File: config.mk
export PLATFORM = sky130hd
export DESIGN_NAME = point_dma_w_channel
export DESIGN_NICKNAME = d
export VERILOG_FILES = /design/src/rtl/point_dma_w_channel.sv
export SDC_FILE = /design/constraint.sdc
export NUM_CORES = 1
export LEC_CHECK = 0
export BUFFER_PORTS_ARGS = -buffer_cell sky130_fd_sc_hd__buf_4
export CAP_MARGIN = 25
export CORE_AREA = 5 5 262 264
export DETAILED_ROUTE_END_ITERATION = 6
export DIE_AREA = 0 0 267 269
export PLACE_DENSITY = 0.75
export SLEW_MARGIN = 20
export SYNTH_ARGS = -nofsm -noshare
export SYNTH_HDL_FRONTEND = slang
export SYNTH_SLANG_ARGS = --single-unit
File: constraint.sdc
create_clock -name clk_i -period 22 [get_ports clk_i]
set_clock_uncertainty 0.1 [all_clocks]
set_input_delay 2.2 -clock clk_i [delete_from_list [all_inputs] [get_ports clk_i]]
set_output_delay 2.2 -clock clk_i [all_outputs]
set_load 0.1 [all_outputs]
File: src/rtl/point_dma_w_channel.sv
// point_dma_w_channel: drains NTT result points from the coarse/fine point FIFO into AXI4 INCR write bursts
// Ports: clk_i/rst_i (async, active-high); start_i/release_i/done_o/err_o job control;
//    re_o/raddr_o/rdata_i FIFO read side (1-cycle read latency); wcoarse_i/rcoarse_o gray coarse pointers;
//    ctrl_addr_offset job base byte address; m_axi_aw*/w*/b* AXI4 write master.
// Option: define POINT_DMA_W_BRESP_CHECK_EN to latch non-OKAY write responses onto err_o.
module point_dma_w_channel #(
   parameter int ID                 = 0,
   parameter int C_M_AXI_ADDR_WIDTH = 64,
   parameter int C_M_AXI_DATA_WIDTH = 256,
   parameter int BURST_LEN          = 16,
   parameter int COARSE_DEPTH       = 4,
   parameter int COARSE_W           = 3,
   parameter int N_BEATS            = 1024
) (
   input  logic                                        clk_i,
   input  logic                                        rst_i,
   input  logic                                        start_i,
   input  logic                                        release_i,
   output logic                                        done_o,
   output logic                                        err_o,
   output logic                                        re_o,
   output logic [$clog2(COARSE_DEPTH*BURST_LEN)-1:0]   raddr_o,
   input  logic [C_M_AXI_DATA_WIDTH-1:0]               rdata_i,
   input  logic [COARSE_W-1:0]                         wcoarse_i,
   output logic [COARSE_W-1:0]                         rcoarse_o,
   input  logic [C_M_AXI_ADDR_WIDTH-1:0]               ctrl_addr_offset,
   output logic                                        m_axi_awvalid,
   input  logic                                        m_axi_awready,
   output logic [C_M_AXI_ADDR_WIDTH-1:0]               m_axi_awaddr,
   output logic [7:0]                                  m_axi_awlen,
   output logic                                        m_axi_wvalid,
   input  logic                                        m_axi_wready,
   output logic [C_M_AXI_DATA_WIDTH-1:0]               m_axi_wdata,
   output logic                                        m_axi_wlast,
   input  logic                                        m_axi_bvalid,
   output logic                                        m_axi_bready,
   input  logic [1:0]                                  m_axi_bresp
);
   localparam int CNT_W  = $clog2(N_BEATS) + 1;
   localparam int LB     = $clog2(BURST_LEN);
   localparam int RA_W   = $clog2(COARSE_DEPTH * BURST_LEN);
   localparam int NBURST = N_BEATS / BURST_LEN;
   localparam logic [C_M_AXI_ADDR_WIDTH-1:0] BURST_BYTES = C_M_AXI_ADDR_WIDTH'(BURST_LEN * (C_M_AXI_DATA_WIDTH / 8));

   typedef enum logic [1:0] {S_IDLE, S_BUSY, S_DRAIN, S_DONE} state_t;
   state_t r_state, w_next;

   logic [COARSE_W-1:0]           r_wc_s1, r_wc_s2, r_wc_bin, w_wc_bin, r_rcoarse, w_wb_next;
   logic [CNT_W-1:0]              r_aw_cnt, r_rd_beat, r_w_beat, r_b_cnt, w_rd_burst;
   logic                          r_awvalid, r_inflight, r_wr_ptr, r_rd_ptr;
   logic [C_M_AXI_ADDR_WIDTH-1:0] r_awaddr;
   logic [C_M_AXI_DATA_WIDTH-1:0] r_buf [2];
   logic [1:0]                    r_cnt;
   logic                          w_start, w_aw_avail, w_rd_avail, w_w_hs, w_last_hs, w_b_hs, w_wlast, w_unused;

   always_comb begin
      w_wc_bin = '0;
      for (int k = 0; k < COARSE_W; k++) w_wc_bin[k] = ^(r_wc_s2 >> k);
   end

   assign w_start    = (r_state == S_IDLE) && start_i;
   assign w_rd_burst = r_rd_beat >> LB;
   // Each counter compares its own burst index against the producer pointer, modulo 2^COARSE_W
   assign w_aw_avail = r_wc_bin != COARSE_W'(r_aw_cnt);
   assign w_rd_avail = r_wc_bin != COARSE_W'(w_rd_burst);
   assign w_wlast    = (r_cnt != 2'd0) && ((r_w_beat & CNT_W'(BURST_LEN - 1)) == CNT_W'(BURST_LEN - 1));
   assign w_w_hs     = m_axi_wvalid & m_axi_wready;
   assign w_last_hs  = w_w_hs & w_wlast;
   assign w_b_hs     = m_axi_bvalid & m_axi_bready;
   assign w_wb_next  = COARSE_W'((r_w_beat + 1'b1) >> LB);

   // Occupancy counts the entry leaving this cycle, so the buffer sustains one beat per cycle without overflowing
   assign re_o = (r_state == S_BUSY) && (r_rd_beat < CNT_W'(N_BEATS)) && w_rd_avail && (w_rd_burst < r_aw_cnt)
                 && ((r_cnt + 2'(r_inflight) - 2'(w_w_hs)) < 2'd2);
   assign raddr_o       = RA_W'(r_rd_beat);
   assign rcoarse_o     = r_rcoarse;
   assign m_axi_awvalid = r_awvalid;
   assign m_axi_awaddr  = r_awaddr;
   assign m_axi_awlen   = 8'(BURST_LEN - 1);
   assign m_axi_wvalid  = r_cnt != 2'd0;
   assign m_axi_wdata   = r_buf[r_rd_ptr];
   assign m_axi_wlast   = w_wlast;
   assign m_axi_bready  = (r_state == S_BUSY) || (r_state == S_DRAIN);
   assign done_o        = r_state == S_DONE;

   always_ff @(posedge clk_i or posedge rst_i) begin
      if (rst_i) r_state <= S_IDLE;
      else r_state <= w_next;
   end

   always_comb begin
      w_next = r_state;
      case (r_state)
         S_IDLE:  w_next = start_i ? S_BUSY : S_IDLE;
         S_BUSY:  w_next = (w_w_hs && r_w_beat == CNT_W'(N_BEATS - 1)) ? S_DRAIN : S_BUSY;
         S_DRAIN: w_next = (r_b_cnt == CNT_W'(NBURST)) ? S_DONE : S_DRAIN;
         S_DONE:  w_next = release_i ? S_IDLE : S_DONE;
         default: w_next = S_IDLE;
      endcase
   end

   always_ff @(posedge clk_i or posedge rst_i) begin
      if (rst_i) begin
         r_wc_s1    <= '0;
         r_wc_s2    <= '0;
         r_wc_bin   <= '0;
         r_rcoarse  <= '0;
         r_aw_cnt   <= '0;
         r_rd_beat  <= '0;
         r_w_beat   <= '0;
         r_b_cnt    <= '0;
         r_awvalid  <= 1'b0;
         r_awaddr   <= '0;
         r_inflight <= 1'b0;
         r_wr_ptr   <= 1'b0;
         r_rd_ptr   <= 1'b0;
         r_cnt      <= '0;
         r_buf[0]   <= '0;
         r_buf[1]   <= '0;
      end else begin
         r_wc_s1  <= wcoarse_i;
         r_wc_s2  <= r_wc_s1;
         r_wc_bin <= w_wc_bin;
         if (w_start) begin
            r_rcoarse  <= '0;
            r_aw_cnt   <= '0;
            r_rd_beat  <= '0;
            r_w_beat   <= '0;
            r_b_cnt    <= '0;
            r_awvalid  <= 1'b0;
            r_inflight <= 1'b0;
            r_wr_ptr   <= 1'b0;
            r_rd_ptr   <= 1'b0;
            r_cnt      <= '0;
         end else begin
            // Address is captured once per request so it stays stable under awready backpressure
            if (r_awvalid) begin
               if (m_axi_awready) begin
                  r_awvalid <= 1'b0;
                  r_aw_cnt  <= r_aw_cnt + 1'b1;
               end
            end else if (r_state == S_BUSY && r_aw_cnt < CNT_W'(NBURST) && w_aw_avail) begin
               r_awvalid <= 1'b1;
               r_awaddr  <= ctrl_addr_offset + C_M_AXI_ADDR_WIDTH'(r_aw_cnt) * BURST_BYTES;
            end
            if (re_o) r_rd_beat <= r_rd_beat + 1'b1;
            r_inflight <= re_o;
            if (r_inflight) begin
               r_buf[r_wr_ptr] <= rdata_i;
               r_wr_ptr        <= ~r_wr_ptr;
            end
            if (w_w_hs) begin
               r_rd_ptr <= ~r_rd_ptr;
               r_w_beat <= r_w_beat + 1'b1;
            end
            r_cnt <= r_cnt + 2'(r_inflight) - 2'(w_w_hs);
            if (w_last_hs) r_rcoarse <= w_wb_next ^ (w_wb_next >> 1);
            if (w_b_hs) r_b_cnt <= r_b_cnt + 1'b1;
         end
      end
   end

`ifdef POINT_DMA_W_BRESP_CHECK_EN
   logic r_err;
   always_ff @(posedge clk_i or posedge rst_i) begin
      if (rst_i) r_err <= 1'b0;
      else if (w_start) r_err <= 1'b0;
      else if (w_b_hs && m_axi_bresp != 2'b00) r_err <= 1'b1;
   end
   assign err_o    = r_err;
   assign w_unused = ^32'(ID);
`else
   assign err_o    = 1'b0;
   assign w_unused = ^{m_axi_bresp, 32'(ID)};
`endif
endmodule
# After elaboration in Yosys (flattened, before gate mapping)
# Cells that the tools add are included.
[word_totals]
ff_bits = 640
input_bits = 332
word_cells = 107
[classes]
n_addsub = 7
n_lt_le_gt_ge = 7
n_eq_ne = 8
mux = 32
bitwise_logic = 10
reduce_logical = 26
[ops]
columns = ["operator", "count"]
rows = [
  ["256-bit 2-to-1 mux", 4],
  ["512-bit bitwise mux", 1],
  ["256-bit demux with 1-bit select", 1],
  ["11-bit 2-to-1 mux", 9],
  ["64-bit by 20-bit adder with 64-bit output", 1],
  ["11-bit by 1-bit adder with 11-bit output (second input constant)", 4],
  ["2-bit nonzero test", 8],
  ["11-bit by 10-bit == test with 1-bit output (second input constant)", 1],
  ["11-bit by 7-bit == test with 1-bit output (second input constant)", 1],
  ["11-bit < comparator (second input constant)", 1],
  ["11-bit by 7-bit < comparator with 1-bit output (second input constant)", 1],
  ["7-bit by 11-bit < comparator with 1-bit output", 1],
  ["1-bit 2-to-1 mux", 11],
  ["1-bit logical AND", 10],
  ["3-bit XOR reduction", 3],
  ["2-bit one-hot mux with 4 select lines", 1],
  ["2-bit 2-to-1 mux", 3],
  ["3-bit 2-to-1 mux", 2],
  ["3-bit inequality test", 2],
  ["2-bit == test (second input constant)", 2],
  ["4-bit == test (second input constant)", 1],
  ["2-bit greater-or-equal comparator (second input constant)", 2],
  ["1-bit NOT", 4],
  ["1-bit NOT with 2-bit output", 2],
  ["other kinds (11)", 14],
]

# Longest topological paths before layout
[depth]
depth_word = 7
ltp_mapped = 13
depth_no_buf = 11

# Worst setup path after synthesis
# Ideal clock, no wire load.
[synth_timing]
kind = "in2out"
from = "input m_axi_wready"
to = "output re_o"
arrival_time_ns = 4.308
t_required_ns = 19.700
slack_ns = 15.392
stages = 11
cell_sequence = "nand2_1 inv_2 ha_1 inv_1 ha_1 xor2_1 xnor2_1 o2111ai_1 clkbuf_1 buf_2 inv_1"
[synth_between]
elab_chain_len = 4
[synth_rtl]
columns = ["element", "line_no", "text"]
rows = [
  ["start: declaration", "32", "input logic m_axi_wready,"],
  ["1-bit bitwise AND", "67", "assign w_w_hs = m_axi_wvalid & m_axi_wready;"],
  ["2-bit by 1-bit subtractor with 2-bit output", "74", "&& ((r_cnt + 2'(r_inflight) - 2'(w_w_hs)) < 2'd2);"],
  ["2-bit < comparator", "74", ""],
  ["1-bit logical AND", "74", ""],
  ["end: declaration", "21", "output logic re_o,"],
]
# Every way passes these cells.

# Final worst setup path
# Same ends and word-level chain as after synthesis.

==> qor.log <==
INFO  worst_setup_path cp-end-kind=output pin
INFO  synth          ys_ff_latch=640
INFO  clocking       numClockSinks=640
INFO  finish         design.final.nets=3183
INFO  synth          postSynth.topFlopCell=dfrtp_1
INFO  synth          synthesis.instances=2192
INFO  synth          synth_cell_type_count=56
INFO  synth          synth_area_leaders=dfrtp_1 (55%), mux2_2 (30%), clkbuf_1 (1.5%), nand2_1 (1.5%), ha_1 (1.2%)
INFO  clocking       cts_setup_buffers=0
INFO  worst_setup_path cp_slowest_cell=ha_1
INFO  synth          synth_seq_area_share=0.550
INFO  floorplan      floorplan.initialDensity=0.439
INFO  floorplan      ios=676
INFO  synth          number_of_enable_flip_flop_cells_after_synthesis=0
INFO  drt            route.detailed.drc=0
INFO  clocking       cts_root_buffer=clkbuf_16
INFO  flow_run       max_cap_viols=0
INFO  finish         filler_cell_count=5343
INFO  timing         final-max-slew-violation-count=0
INFO  placed_design  place_hpwl=56600um
INFO  finish         multiInputGateArea=12500um2
INFO  worst_setup_path crit_path_frequent_cell=buf_4
INFO  worst_setup_path rr_endpoint=r_buf[450]
INFO  clocking       numCtsBuffers=72
INFO  timing         timing_worst_slew_pin_value=1.07ns
INFO  placed_design  io_port_bufs=664
INFO  timing         fmax=156MHz
INFO  timing         maxSlewHeadroom=0.285
INFO  synth          post_synthesis_cell_area=29100um2
INFO  worst_setup_path worstSetupPathType=input pin to output pin
INFO  floorplan      die_h=269um
INFO  worst_setup_path path_cells=buf_4, nand2_1, inv_2, ha_1, inv_1, ha_1, xor2_1, xnor2_1, o2111ai_1, buf_4, inv_1, buf_4
INFO  grt            grt_pass1_wl=122000um
INFO  synth          async_flop_share=1.00
INFO  worst_setup_path setup.worst_path.start=m_axi_wready
INFO  timing         rsz0062_at_grt=no
INFO  placed_design  finalWeightedCongestion=0.907
INFO  worst_setup_path critical_path.endpoint=re_o
INFO  clocking       ctsResizeCount=0
INFO  worst_setup_path cp_num_buf_inv=6
INFO  worst_setup_path critPathArrivalTime=4.11ns
INFO  drt            totalWireLength=79500um
INFO  worst_setup_path critical_path_peak_fanout=21
INFO  floorplan      fp.dieW=267um
INFO  timing         final-hold-violation-count=0
INFO  synth          synth.avg_cell_area=13.3um2
INFO  status         status=complete, no violations
INFO  grt            largest_net_degree_at_the_start_of_global_routing=171
INFO  clocking       cts.clk_slew.worst_paths=0.06ns
INFO  drt            drtAntennaViolNets=0
INFO  floorplan      design.die.area=71800um2
INFO  timing         layout_worst_path_cycle_share=0.291
INFO  grt            overflow=0
INFO  drt            vias=20.2k
INFO  clocking       clock_tree.htree_level_count=3
INFO  floorplan      rows=95
INFO  worst_setup_path critical_path_cell_count=12
INFO  finish         flow.area_growth_from_synthesis=28.0%
INFO  grt            grt_pass1_vias=21.7k
INFO  synth          yosysTopAreaCellShare=0.550
INFO  timing         report.final.setup_viol=0
INFO  timing         post_layout_minimum_cycle_time=6.41ns
INFO  finish         drive_above_1_share=0.549
INFO  clocking       ctsLongestPathBuffers=3
INFO  synth          synth.top_cells.by_count=mux2_2 (770), dfrtp_1 (640), clkbuf_1 (115)
INFO  worst_setup_path crit_path_start_kind=input pin
INFO  synth          ys.warnings.count=0
INFO  drt            wl_per_cell=21.2um
INFO  worst_setup_path reg2regPathDepth=9
INFO  timing         totalNegativeSetupSlack=0ns
INFO  drt            drt_iter0_markers=1200
INFO  clocking       cts_tree=done
INFO  worst_setup_path critPathTopFamily=buffers and inverters
INFO  worst_hold_path hold_path_class=flop to flop
INFO  grt            grtUsageTotal=0.212
INFO  clocking       worstSkewPairLatency=0.60ns
INFO  worst_setup_path rr_startpoint=r_state[0]
INFO  drt            vias_per_cell=5.39
INFO  finish         final-seq-area=16000um2
INFO  worst_setup_path critPathRequiredTime=19.70ns
INFO  worst_setup_path r2r_setup_slack=17.35ns
INFO  clocking       hold_buffers=0
INFO  grt            antenna_found_initial=8
INFO  floorplan      core_region=66300um2
INFO  synth          cell_taking_the_most_area_after_synthesis=dfrtp_1
INFO  synth          synth_most_common_cell=mux2_2
INFO  drt            dr.pass1.iters=5
INFO  worst_setup_path crit_path_max_incr_delay=0.29ns
==> cell type report <==
class,count,share of cell area
flip-flops and latches,640,0.430
multi-input cells,1395,0.335
repair buffers,687,0.140
clock buffers,109,0.0567
well taps,873,0.0293
clock inverters,17,0.00584
inverters,25,0.00272
diodes,8,0.000537
==> layout by cell type (no fill, tap or decap), types with 29 or more instances in the layout <==
cell type    n
a21oi_1     33
or4_1       29
clkbuf_16   74
mux2_2     770
nand3_1     52
nor2_1      79
nand2_1    114
ha_1        29
dfrtp_1    639
buf_4      681
==> worst min-delay path by stage <==
stage | start | end | cells after the start
final | r_wc_s1[0] | r_wc_s2[0] | 0
after global routing | r_wc_s1[2] | r_wc_s2[2] | 0
after CTS | r_wc_s1[1] | r_wc_s2[1] | 0
after detailed placement | r_wc_s1[1] | r_wc_s2[1] | 0
after global placement | r_wc_s1[1] | r_wc_s2[1] | 0
after floorplan | r_wc_s1[0] | r_wc_s2[0] | 0
==> registers in the layout (all words and copies together) (netlist names) <==
| name | count |
|---|---|
| r_buf | 512 |
| m_axi_awaddr | 64 |
| r_aw_cnt | 11 |
| r_b_cnt | 11 |
| r_rd_beat | 11 |
| r_w_beat | 11 |
| r_wc_bin | 3 |
| r_wc_s1 | 3 |
| r_wc_s2 | 3 |
| rcoarse_o | 3 |
| r_cnt | 2 |
| r_state | 2 |
| m_axi_awvalid | 1 |
| r_inflight | 1 |
| r_rd_ptr | 1 |
| r_wr_ptr | 1 |
==> per-stage QoR <==
stage	hold slack, ns	instance area, um2	util	setup slack [ns]	cells
after floorplan	0.231	29100	-	1.77	2199
final	0.248	37300	0.562	15.59	3754
after global routing	0.267	37300	0.562	15.45	3751
after detailed placement	0.238	34900	0.526	15.60	3619
after global placement	0.233	34800	0.525	15.62	3618
after CTS	0.250	37200	0.561	15.59	3745
==> layer usage <==
layer / part of all wire / global-route usage / wire length, um / up-vias
met2: 0.51 / 0.371 / 40500 / 688
met1: 0.36 / 0.239 / 28900 / 10300
met3: 0.087 / 0.0726 / 6950 / 182
li1: - / - / - / 9094
met4: 0.039 / 0.0868 / 3140 / 0
met5: 0 / 0 / 0 / -
==> kinds of logic (layout without fill, tap and decap cells) <==
group / Yosys count / in the layout / share of synthesized area
muxes: 771 / 771 / 0.298
DFF: 640 / 640 / 0.550
and+or+nand+nor: 386 / 386 / 0.0669
buffers and inverters: 164 / 838 / 0.0233
AOI/OAI and AO/OA: 152 / 152 / 0.0336
xor gates and xnor gates: 47 / 47 / 0.0141
adders and majority gates: 30 / 30 / 0.0132
other: 2 / 17 / 0.000258
Power is not shown: default switching activity piles up to over one toggle a cycle in this logic, so the estimate is an artifact.
